==> config.mk <==
export PLATFORM = sky130hd
export DESIGN_NAME = rr_arbiter
export DESIGN_NICKNAME = d
export VERILOG_FILES = /design/src/rtl/rr_arbiter.sv
export SDC_FILE = /design/constraint.sdc
export NUM_CORES = 1
export LEC_CHECK = 0
export BUFFER_PORTS_ARGS = -buffer_cell sky130_fd_sc_hd__buf_2
export CAP_MARGIN = 20
export CORE_ASPECT_RATIO = 1.75
export CORE_MARGIN = 3
export CORE_UTILIZATION = 40
export CTS_CLUSTER_DIAMETER = 200
export DETAILED_ROUTE_END_ITERATION = 6
export HOLD_SLACK_MARGIN = 0.05
export PLACE_DENSITY = 0.68
export SYNTH_ARGS = -nofsm -noshare
export SYNTH_HDL_FRONTEND = slang
export SYNTH_SLANG_ARGS = --single-unit
==> constraint.sdc <==
create_clock -name clk -period 3 [get_ports clk]
set_clock_uncertainty 0.05 [all_clocks]
set_input_delay 0.3 -clock clk [delete_from_list [all_inputs] [get_ports clk]]
set_output_delay 0.3 -clock clk [all_outputs]
set_load 0.02 [all_outputs]
==> src/rtl/rr_arbiter.sv <==
// Round-robin arbiter with a registered grant that is held until accepted, plus optional bounded burst locking.
// Define RR_ARBITER_STATS_EN to build the transfer/stall counters; otherwise stat_* are tied to 0.
module rr_arbiter #(
    parameter int REQS     = 8,
    parameter int MAX_HOLD = 4,
    localparam int IW      = $clog2(REQS)
) (
    input  logic            clk,
    input  logic            rst,
    input  logic [REQS-1:0] req,
    input  logic [REQS-1:0] lock,
    input  logic            out_ready,
    output logic [REQS-1:0] gnt,
    output logic [IW-1:0]   gnt_idx,
    output logic            gnt_valid,
    output logic            xfer,
    output logic [31:0]     stat_xfers,
    output logic [31:0]     stat_stalls
);

    localparam int HW = $clog2(MAX_HOLD) + 1;

    typedef enum logic {S_IDLE, S_GRANT} state_t;

    // Masked search over indices >= p, falling back to a plain lowest-index search.
    function automatic logic [IW-1:0] win(input logic [REQS-1:0] r, input logic [IW-1:0] p);
        logic [REQS-1:0] m;
        logic [IW-1:0]   lo_m;
        logic [IW-1:0]   lo_r;
        m    = r & ~((REQS'(1) << p) - REQS'(1));
        lo_m = '0;
        lo_r = '0;
        for (int i = REQS - 1; i >= 0; i--) begin
            if (m[i]) lo_m = IW'(i);
            if (r[i]) lo_r = IW'(i);
        end
        return (|m) ? lo_m : lo_r;
    endfunction

    state_t          r_state;
    logic [REQS-1:0] r_gnt;
    logic [IW-1:0]   r_gnt_idx;
    logic            r_gnt_valid;
    logic [IW-1:0]   r_ptr;
    logic [HW-1:0]   r_hold;

    state_t          w_state_n;
    logic [REQS-1:0] w_gnt_n;
    logic [IW-1:0]   w_gnt_idx_n;
    logic            w_gnt_valid_n;
    logic [IW-1:0]   w_ptr_n;
    logic [HW-1:0]   w_hold_n;

    logic            w_xfer;
    logic [IW-1:0]   w_win_ptr;
    logic [IW-1:0]   w_ptr_inc;
    logic [IW-1:0]   w_win_next;
    logic            w_burst;

    assign w_xfer     = r_gnt_valid & out_ready & req[r_gnt_idx] & ~rst;
    assign w_win_ptr  = win(req, r_ptr);
    assign w_ptr_inc  = r_gnt_idx + IW'(1);
    assign w_win_next = win(req, w_ptr_inc);
    assign w_burst    = lock[r_gnt_idx] && (r_hold < HW'(MAX_HOLD - 1));

    // NOTE: every next-state signal gets its hold value first so no path leaves one unassigned (no latches).
    always_comb begin
        w_state_n     = r_state;
        w_gnt_n       = r_gnt;
        w_gnt_idx_n   = r_gnt_idx;
        w_gnt_valid_n = r_gnt_valid;
        w_ptr_n       = r_ptr;
        w_hold_n      = r_hold;
        case (r_state)
            S_IDLE: begin
                if (|req) begin
                    w_state_n     = S_GRANT;
                    w_gnt_idx_n   = w_win_ptr;
                    w_gnt_n       = REQS'(1) << w_win_ptr;
                    w_gnt_valid_n = 1'b1;
                    w_hold_n      = '0;
                end
            end
            S_GRANT: begin
                if (!req[r_gnt_idx]) begin
                    w_state_n     = S_IDLE;
                    w_gnt_valid_n = 1'b0;
                    w_gnt_n       = '0;
                end else if (out_ready) begin
                    if (w_burst) begin
                        w_hold_n = r_hold + HW'(1);
                    end else begin
                        // The owner's own bit keeps req non-zero here, so a release always regrants.
                        w_ptr_n     = w_ptr_inc;
                        w_gnt_idx_n = w_win_next;
                        w_gnt_n     = REQS'(1) << w_win_next;
                        w_hold_n    = '0;
                    end
                end
            end
            default: begin
                w_state_n     = S_IDLE;
                w_gnt_valid_n = 1'b0;
                w_gnt_n       = '0;
            end
        endcase
    end

    // NOTE: sequential state uses non-blocking assignments so every flop samples pre-edge values.
    always_ff @(posedge clk) begin
        if (rst) begin
            r_state     <= S_IDLE;
            r_gnt       <= '0;
            r_gnt_idx   <= '0;
            r_gnt_valid <= 1'b0;
            r_ptr       <= '0;
            r_hold      <= '0;
        end else begin
            r_state     <= w_state_n;
            r_gnt       <= w_gnt_n;
            r_gnt_idx   <= w_gnt_idx_n;
            r_gnt_valid <= w_gnt_valid_n;
            r_ptr       <= w_ptr_n;
            r_hold      <= w_hold_n;
        end
    end

    assign gnt       = r_gnt;
    assign gnt_idx   = r_gnt_idx;
    assign gnt_valid = r_gnt_valid;
    assign xfer      = w_xfer;

`ifdef RR_ARBITER_STATS_EN
    logic [31:0] r_stat_xfers;
    logic [31:0] r_stat_stalls;

    always_ff @(posedge clk) begin
        if (rst) begin
            r_stat_xfers  <= '0;
            r_stat_stalls <= '0;
        end else begin
            if (w_xfer) r_stat_xfers <= r_stat_xfers + 32'd1;
            if (r_gnt_valid && !out_ready && req[r_gnt_idx]) r_stat_stalls <= r_stat_stalls + 32'd1;
        end
    end

    assign stat_xfers  = r_stat_xfers;
    assign stat_stalls = r_stat_stalls;
`else
    assign stat_xfers  = '0;
    assign stat_stalls = '0;
`endif

endmodule

==> flow_summary.ini <==
[route]
first_pass_iters = 4
vias = 1910
antenna_left = 0
drc = 0
drt_iter0_drc = 57
wire_per_inst_um = 13.9
drt-total-wl_mm = 5.25
viasPerCell = 5.05

[logic_synthesis]
syn_area_um2 = 2270
synth.area.mux_share_pct = 5.13
ys_async_sr_fraction_pct = 0
synthAdderAreaFrac_pct = 3.86
yosys_warnings = 0
netlist_instances = 276
yosys.area.top_type = buf_4
synth_xor_area_share_pct = 1.49
synth.avg_cell_area_um2 = 8.22
synthSimpleGateAreaFrac_pct = 23.9
ys_types = 70
synth_top_family_by_area = buffers and inverters
synth-edff-count = 0
synth_top_flop_cell = dfxtp_1
synth_area_leaders = buf_4 22%, dfxtp_1 17%, ha_1 3.9%
synth.ff_latch_count = 19
synth_seq_area_share_pct = 16.8
yosys-top-cells-count = 66 x buf_4, 22 x nor2_1, 19 x dfxtp_1
synth_compound_area_share_pct = 22.6
post-synth-top-count-cell = buf_4
synthDominantCellAreaShare_pct = 21.8

[cells_and_area]
nNetsFinal = 331
area_growth_pct = 1.65
antennaDiodeCount = 0
final_util_pct = 42.8
drive_gt1_share_pct = 20.1

[worst_setup_path]
worstPathMaxFanout = 7
cp_data_required_time_ps = 3090
startpoint_type = register
r2r_slack_ps = 170
r2r_end = gnt[0]$_SDFFE_PP0P_
regToRegStartpoint = gnt_idx[0]$_SDFFE_PP0P_
path_class = register to register
end_kind = register
r2r_cells = 10
crit_start = gnt_idx[0]$_SDFFE_PP0P_
cp-endpoint = gnt[0]$_SDFFE_PP0P_
critical_path_arrival_ps = 2920

[grt]
first_global_vias = 1799
grt_start_max_net_pins = 18
antenna_found_initial = 0
grt-ovfl-total = 0
track_usage_pct = 15.2
grt_pass1_wl_mm = 8.27

[pwr]
peakVddDrop_uv = 418
leakage_nw = 1.07
p_per_area_nw_per_um2 = 641
seqPwrFrac_pct = 21.8
p_comb_share_pct = 66.2
p_sw_mw = 0.722
intPower_mw = 0.756
pwr-share-clk_pct = 12.0
design_power_total_mw = 1.48
switching_share_pct = 48.8

[timing]
fmaxAchievable_mhz = 353
period_share_pct = 94.4
relSlewSlack_pct = 62.9
worst_slew_pin_slew_ps = 551
rsz0062_at_grt = yes
period_minus_slack_ps = 2830
maxSlewViolCount = 0
setup_viol = 0
final_hold_viol_count = 0

[clock_network]
cts_buffer_depth = 2
cts_tree = yes
htreeDepth = 1
cts.sinks = 19
clk_pin_slew_ps = 70
numCtsBuffers = 3
root_buffer = clkbuf_8
clk_latency_ps = 260
cts_hold_buf = 0
post_cts_buffers = 0
ctsResizeCount = 0

[hold_path]
min_path_type = input port to register

[floorplanning]
dieArea_um2 = 6650
die_w_um = 62.9
die_height_um = 106
core_area_um2 = 5390
start_util_pct = 42.1
ios = 96
num_rows = 35

[outcome]
status = completed

[flow_run]
maxCapViolations = 0

[place]
gp_congestion = 0.788
dp_hpwl_mm = 4.26
port-buffer-count = 31
registers in the layout, indices dropped and copies added, names as in the netlist:
register / flops
r_hold: 3
r_ptr: 3
gnt_idx: 3
gnt_valid: 1
r_state: 1
gnt: 8
power by group through the flow:
stage / sequential, mW / clock, mW / combinational [mW]
floorplan: 0.342 / 0 / 0.794
global placement: 0.325 / 0 / 0.928
detailed placement: 0.326 / 0 / 0.942
CTS: 0.320 / 0.183 / 0.946
global route: 0.325 / 0.193 / 1.07
finish: 0.322 / 0.178 / 0.979
worst max-delay path, stage by stage, from the launching register on:
cell and delay, ps:
dfxtp_1 340, ha_1 260, xnor2_2 180, nand2_1 80
ha_1 270, o31ai_1 450, o211ai_2 190, nor4b_2 310
a21oi_2 100, nor2b_1 170, a221o_1 330
placed cells by master (no fill, tap or decap), types with 3 or more instances in the layout:
master     n
nand2_1   12
nor2_1    22
nor3_1     5
a22oi_1    3
dfxtp_1   19
nand2b_1   6
ha_1       7
mux2i_1    6
conb_1    64
inv_1      8
o31ai_1    3
a21oi_1   13
a221o_1    7
a21o_1     4
nor2b_1    5
nand3_1    3
nor3b_1    5
clkbuf_8   3
and2_1     7
buf_4      6
buf_2     31
through the flow:
stage | instance area (um^2) | TNS, ps | hold slack [ps] | cells | setup WS, ps
6_report | 2310 | 0 | 365 | 378 | 168
5_1_grt | 2310 | -3.77 | 390 | 378 | -2.98
4_1_cts | 2280 | 0 | 369 | 378 | 107
3_5_place_dp | 2240 | 0 | 418 | 374 | 147
3_3_place_gp | 2240 | 0 | 410 | 374 | 212
2_1_floorplan | 2510 | 0 | 429 | 339 | 82.9
metal layers:
metal | track usage, % | vias to the layer above | wire length, um
met5 | 0 | - | 0
met4 | 9.32 | 0 | 193
met3 | 1.49 | 13 | 334
met2 | 28.2 | 86 | 2790
met1 | 15.9 | 896 | 1930
li1 | - | 915 | -
logic make-up after synthesis:
| kind of cell | count (synthesis) |
|---|---|
| buf+inv | 85 |
| compound gates | 64 |
| other cells | 1 |
| mux | 9 |
| fa+ha+maj | 7 |
| simple gates | 88 |
| flops | 19 |
| xor+xnor | 3 |
worst min-delay path by stage:
stage	end	from	cells after the start
3_3_place_gp	gnt_valid$_SDFFE_PP0P_	gnt_valid$_SDFFE_PP0P_	2
2_1_floorplan	r_hold[2]$_SDFFE_PP0P_	r_hold[2]$_SDFFE_PP0P_	2
4_1_cts	r_ptr[2]$_SDFFE_PP0P_	rst	2
3_5_place_dp	gnt[3]$_SDFFE_PP0P_	gnt[3]$_SDFFE_PP0P_	1
6_report	r_ptr[2]$_SDFFE_PP0P_	rst	2
5_1_grt	r_ptr[0]$_SDFFE_PP0P_	rst	2
area by class of cell:
cell class	instances	area (um^2)
fill	564	3080
multi-input combinational	235	1560
sequential	19	380
timing repair buffer	37	200
tap	74	92.6
clock buffer	4	45.0
inverter	9	33.8
Power figures use the tool's default switching activity.
